$ cat config.mk
export PLATFORM = sky130hd
export DESIGN_NAME = imm_ext_pipe
export DESIGN_NICKNAME = d
export VERILOG_FILES = /design/src/rtl/ext_pkg.sv /design/src/rtl/ext_core.sv /design/src/rtl/imm_ext_pipe.sv
export SDC_FILE = /design/constraint.sdc
export NUM_CORES = 1
export LEC_CHECK = 0
export CAP_MARGIN = 0
export CORE_MARGIN = 2
export CORE_UTILIZATION = 59
export CTS_BUF_LIST = sky130_fd_sc_hd__clkbuf_4
export DETAILED_ROUTE_END_ITERATION = 6
export GPL_ROUTABILITY_DRIVEN = 0
export PLACE_DENSITY = 0.95
export SLEW_MARGIN = 25
export SYNTH_ARGS = -nofsm -noshare
export SYNTH_HDL_FRONTEND = slang
export SYNTH_SLANG_ARGS = --single-unit
$ cat constraint.sdc
create_clock -name clk -period 4.6 [get_ports clk]
set_input_delay 0.46 -clock clk [delete_from_list [all_inputs] [get_ports clk]]
set_output_delay 0.46 -clock clk [all_outputs]
set_load 0.01 [all_outputs]
$ cat src/rtl/ext_pkg.sv
// Opcode encoding and legality helper for the immediate extender.
package ext_pkg;

  typedef logic [2:0] ext_op_t;

  localparam ext_op_t EXT_ZERO      = 3'b000;
  localparam ext_op_t EXT_SIGNED    = 3'b001;
  localparam ext_op_t EXT_HIGHPOS   = 3'b010;
  localparam ext_op_t EXT_SIGN_SHL2 = 3'b011;
  localparam ext_op_t EXT_ZERO_SHL2 = 3'b100;

  function automatic logic is_legal_op(input ext_op_t op);
    return op <= EXT_ZERO_SHL2;
  endfunction

endpackage

$ cat src/rtl/ext_core.sv
// Combinational immediate extension: raw immediate + opcode -> extended value and illegal flag.
module ext_core
  import ext_pkg::*;
#(
  parameter int IN_W  = 16,
  parameter int OUT_W = 32
) (
  input  logic [IN_W-1:0]  in_data,
  input  logic [2:0]       in_op,
  output logic [OUT_W-1:0] data,
  output logic             err
);

  logic [OUT_W-1:0] zext;
  logic [OUT_W-1:0] sext;

  assign zext = OUT_W'(in_data);
  assign sext = OUT_W'($signed(in_data));

  // NOTE: every output gets a default before the case so no path leaves it unassigned (no latch).
  always_comb begin
    data = '0;
    err  = 1'b0;
    case (in_op)
      EXT_ZERO:      data = zext;
      EXT_SIGNED:    data = sext;
      // Shift by zero degenerates to in_data when OUT_W == IN_W.
      EXT_HIGHPOS:   data = zext << (OUT_W - IN_W);
      EXT_SIGN_SHL2: data = sext << 2;
      EXT_ZERO_SHL2: data = zext << 2;
      default:       err  = 1'b1;
    endcase
  end

endmodule

$ cat src/rtl/imm_ext_pipe.sv
// Registered immediate extender: handshake in, extend, queue in a small FIFO, count illegal ops.
module imm_ext_pipe
  import ext_pkg::*;
#(
  parameter int IN_W  = 16,
  parameter int OUT_W = 32,
  parameter int DEPTH = 2,
  parameter int ERR_W = 8
) (
  input  logic             clk,
  input  logic             rst,
  input  logic             in_valid,
  output logic             in_ready,
  input  logic [IN_W-1:0]  in_data,
  input  logic [2:0]       in_op,
  output logic             out_valid,
  input  logic             out_ready,
  output logic [OUT_W-1:0] out_data,
  output logic             out_err,
  output logic [ERR_W-1:0] err_cnt
);

  localparam int PTR_W = (DEPTH > 1) ? $clog2(DEPTH) : 1;
  localparam int CNT_W = PTR_W + 1;

  generate
    if (OUT_W < IN_W) begin : g_bad_width
      $error("imm_ext_pipe: OUT_W must be >= IN_W");
    end
    if (IN_W < 2) begin : g_bad_in_w
      $error("imm_ext_pipe: IN_W must be >= 2");
    end
    if (DEPTH < 2 || (DEPTH & (DEPTH - 1)) != 0) begin : g_bad_depth
      $error("imm_ext_pipe: DEPTH must be a power of two >= 2");
    end
  endgenerate

  logic [OUT_W-1:0] ext_data;
  logic             ext_err;

  ext_core #(
    .IN_W  (IN_W),
    .OUT_W (OUT_W)
  ) u_core (
    .in_data (in_data),
    .in_op   (in_op),
    .data    (ext_data),
    .err     (ext_err)
  );

  logic [OUT_W-1:0] mem_data [DEPTH];
  logic             mem_err  [DEPTH];
  logic [PTR_W-1:0] wr_ptr;
  logic [PTR_W-1:0] rd_ptr;
  logic [CNT_W-1:0] count;
  logic             push;
  logic             pop;

  // Handshake depends only on registered count, so out_ready never reaches in_ready.
  assign in_ready  = (count < CNT_W'(DEPTH));
  assign out_valid = (count != '0);
  assign push      = in_valid && in_ready;
  assign pop       = out_valid && out_ready;
  assign out_data  = mem_data[rd_ptr];
  assign out_err   = mem_err[rd_ptr];

  // NOTE: storage is reset on purpose: out_data/out_err must read 0 straight out of reset,
  // and with only DEPTH entries the extra reset fan-out is negligible.
  always_ff @(posedge clk or posedge rst) begin
    if (rst) begin
      for (int i = 0; i < DEPTH; i++) begin
        mem_data[i] <= '0;
        mem_err[i]  <= 1'b0;
      end
      wr_ptr  <= '0;
      rd_ptr  <= '0;
      count   <= '0;
      err_cnt <= '0;
    end else begin
      if (push) begin
        mem_data[wr_ptr] <= ext_data;
        mem_err[wr_ptr]  <= ext_err;
        wr_ptr           <= wr_ptr + PTR_W'(1);
      end
      if (pop) begin
        rd_ptr <= rd_ptr + PTR_W'(1);
      end
      case ({push, pop})
        2'b10:   count <= count + CNT_W'(1);
        2'b01:   count <= count - CNT_W'(1);
        default: count <= count;
      endcase
      // Only an accepted illegal op counts; a stalled one is seen once, when it finally pushes.
      if (push && !is_legal_op(in_op) && (err_cnt != '1)) begin
        err_cnt <= err_cnt + ERR_W'(1);
      end
    end
  end

endmodule

==> results.md <==
* Status: finished clean
* Area added between synthesis and finish at 19.8%
* Vias per cell at roughly 6
* Core area at around 6300 µm²
* Power Density at approximately 600 nW/µm²
* Peak VDD IR at between 300 and 400 µV
* Post-Synth XOR/XNOR Area at under 10%
* Critical path data arrival time at roughly 2500 ps
* Share of layout cells above drive strength 1 at 15.2%
* Clock Path Buffers at 2
* Tot GR Track Use at between 20% and 30%
* Boundary pin count at 66
* FMAX at roughly 0.34 GHz
* Count of cell types in the netlist at 40
* Kind of critical path: reg -> out
* Row count at 29
* Die width at 84.6 µm
* Setup tns final at 0 ps
* Min cycle time layout at between 2000 and 3000 ps
* RSZ-0062 raised after global routing: no
* Syn. warnings at 0
* Synth top area cells: dfrtp_1 51%, mux2_2 11%, o21ai_0 8.2%, nand2_1 7.4%, a21oi_1 3.5%
* ANT cells at 0
* Clock slew at reported path FFs at roughly 130 ps
* Register area share after synthesis at between 50% and 60%
* Static leakage at roughly 2.0 nW
* Post-synthesis cell count at just under 400
* Worst-Margin Slew at 930 ps
* Comb pwr share at a little under half
* Clk root buf: clkbuf_4
* Hold Path Class: in -> async
* Area after DPL at 4470 µm²
* Pre-antenna DRT Iters at 5
* Final Setup Violations at 0
* Final WL at between 9 and 10 mm
* DPL Wire Length at about 6 mm
* Period Utilization, post-route at ~64%
* Die height at about 85 µm
* Vias in the first global route at roughly 3000
* WL/cell at roughly 17 µm
* IO buf count at 65
* Most frequent cells in the layout: 78 x dfrtp_1, 75 x nand2_1, 65 x clkdlybuf4s50_1
* Post-synth EDFFs at 0
* Synth async-reset ratio at 100%
* Skew final at 13.4 ps
* Largest net degree at the start of global routing at 68
* Num CTS Buffers at 9
* Post-synthesis mux area share at 10.8%
* Worst EP required at around 4100 ps
* Commonest non-fill, non-tap cell in the layout: dfrtp_1
* Sequential power share at 41.8%
* Setup crit end kind: output port
* Critical Path Fanout Max at 23
* Initial antenna violation count at 0
* Compound-Gate Fraction of Synth Area at around 16%
* Synth top area share at about 51%
* DRT antenna net count at 0
* Fin. max-slew vios at 0
* Hold buffer count at cts at 0
* Worst setup SP type: register
* Initial DRC count at between 200 and 250
* Design area at between 4000 and 5000 µm²
* CTS tree: done
* Maxcap violations at 0
* Final hold vios at 0
* Switching Share at around 37%
* Post-Syn Area per Cell at 9.89 µm²
* Clock latency on the worst-skew pair at approximately 440 ps
* Mapped Nets at slightly above 400
* Final #Nets at ~460
* Clk network pwr share at 12.6%
* Met3 WL post-DR at around 450 µm
* Met1 WL at roughly 3.7 mm
* Sw power at between 1 and 1.5 mW
* Combinational family with the most area after synthesis: simple AND/OR/NAND/NOR gates
* Clock sink count at 78
* Die Area at 7150 µm²
* H-tree depth at 3
* Mapped cell area at 3830 µm²
* Resized cells post-CTS at 0
* Vias at approximately 3100
* Met2 WL at between 4 and 5 mm
* Synth Register Bits at between 70 and 80
* Slew headroom at between 30% and 40%
* Setup repair bufs after CTS at 0
* Grt total ovfl at 0
* Synth Area in Simple Gates at between 10% and 20%
* Post-Synth Adder-Cell Area at less than 1%
* Top_reg_cell synth: dfrtp_1
* Largest area contributor in the netlist: dfrtp_1
* Starting Density at around three fifths
* Global-route wire length before repair at about 15 mm
* Internal power at about 1.7 mW
* Total chip power at 2.76 mW
* DR DRC count at 0
* Max Used Layer: met4
==> final timing paths <==
check | from | end | slack, ps | cells past startpoint
min reg2reg | mem_data[40] | mem_data[40] | 490 | 2
max in group asynchronous | rst | mem_data[1] | 3350 | 3
max | rd_ptr | out_data[20] | 1640 | 3
min | rst | mem_data[35] | 440 | 2
min in group clk | mem_data[40] | mem_data[40] | 490 | 2
max reg2reg | err_cnt[0] | err_cnt[1] | 2910 | 4
==> power by group through the flow <==
stage,Combinational (mW),Sequential [mW],Clock (mW)
after floorplan,0.739,1.10,0
after global placement,1.20,1.14,0
after detailed placement,1.25,1.16,0
after CTS,1.26,1.15,0.349
after global routing,1.37,1.19,0.380
final,1.26,1.15,0.348
==> critical path, cell delays in order (launching register included) <==
cell and delay (ps):
dfrtp_1 720, buf_4 430, mux2_2 390, clkdlybuf4s50_1 500
==> state kept, by name (all words and copies together), names as in the netlist <==
signal    flops
wr_ptr        1
count         2
err_cnt       8
mem_err       2
rd_ptr        1
mem_data     64
==> logic make-up after synthesis <==
kind of cell / after synthesis
AOI/OAI and AO/OA: 109
xor gates and xnor gates: 9
buffers and inverters: 30
adders and majority gates: 2
and+or+nand+nor: 122
DFF: 78
muxes: 37
==> synthesized netlist by cell type, types with 2 or more instances <==
cell       count
dfrtp_1       78
nand2_1       75
o21ai_0       63
mux2_2        36
a21oi_1       27
buf_2         15
a2bb2oi_1     13
nor2b_1       13
clkbuf_1      11
nor3_1         5
o21ai_1        5
xor2_1         5
nor2_1         4
xnor2_1        4
and2_1         2
buf_4          2
ha_1           2
nand2b_1       2
nand3_1        2
nor3b_1        2
nor4bb_1       2
==> cell type report <==
type                    count  area (µm²)
flip-flops and latches     78        1950
clock buffers               9        67.6
multi-input cells         279        1750
clock inverters             7        41.3
fillers                   447        1730
inverters                   2        10.0
well taps                  77        96.3
repair buffers             67         666
==> routing by layer <==
layer / vias up / GRT usage (%)
met5: - / 0
met4: 0 / 12.8
met3: 25 / 3.83
met2: 118 / 42.4
met1: 1522 / 34.3
li1: 1440 / -
==> per-stage QoR <==
stage / instances / util [%] / worst slack, ps / hold WS, ps
floorplan: 387 / - / 2140 / 444
global placement: 503 / 70.7 / 1950 / 455
detailed placement: 503 / 70.7 / 1690 / 466
CTS: 519 / 72.5 / 1650 / 477
global route: 519 / 72.6 / 1600 / 515
finish: 519 / 72.6 / 1640 / 443
Note: power is estimated with default switching activity, not from simulation.
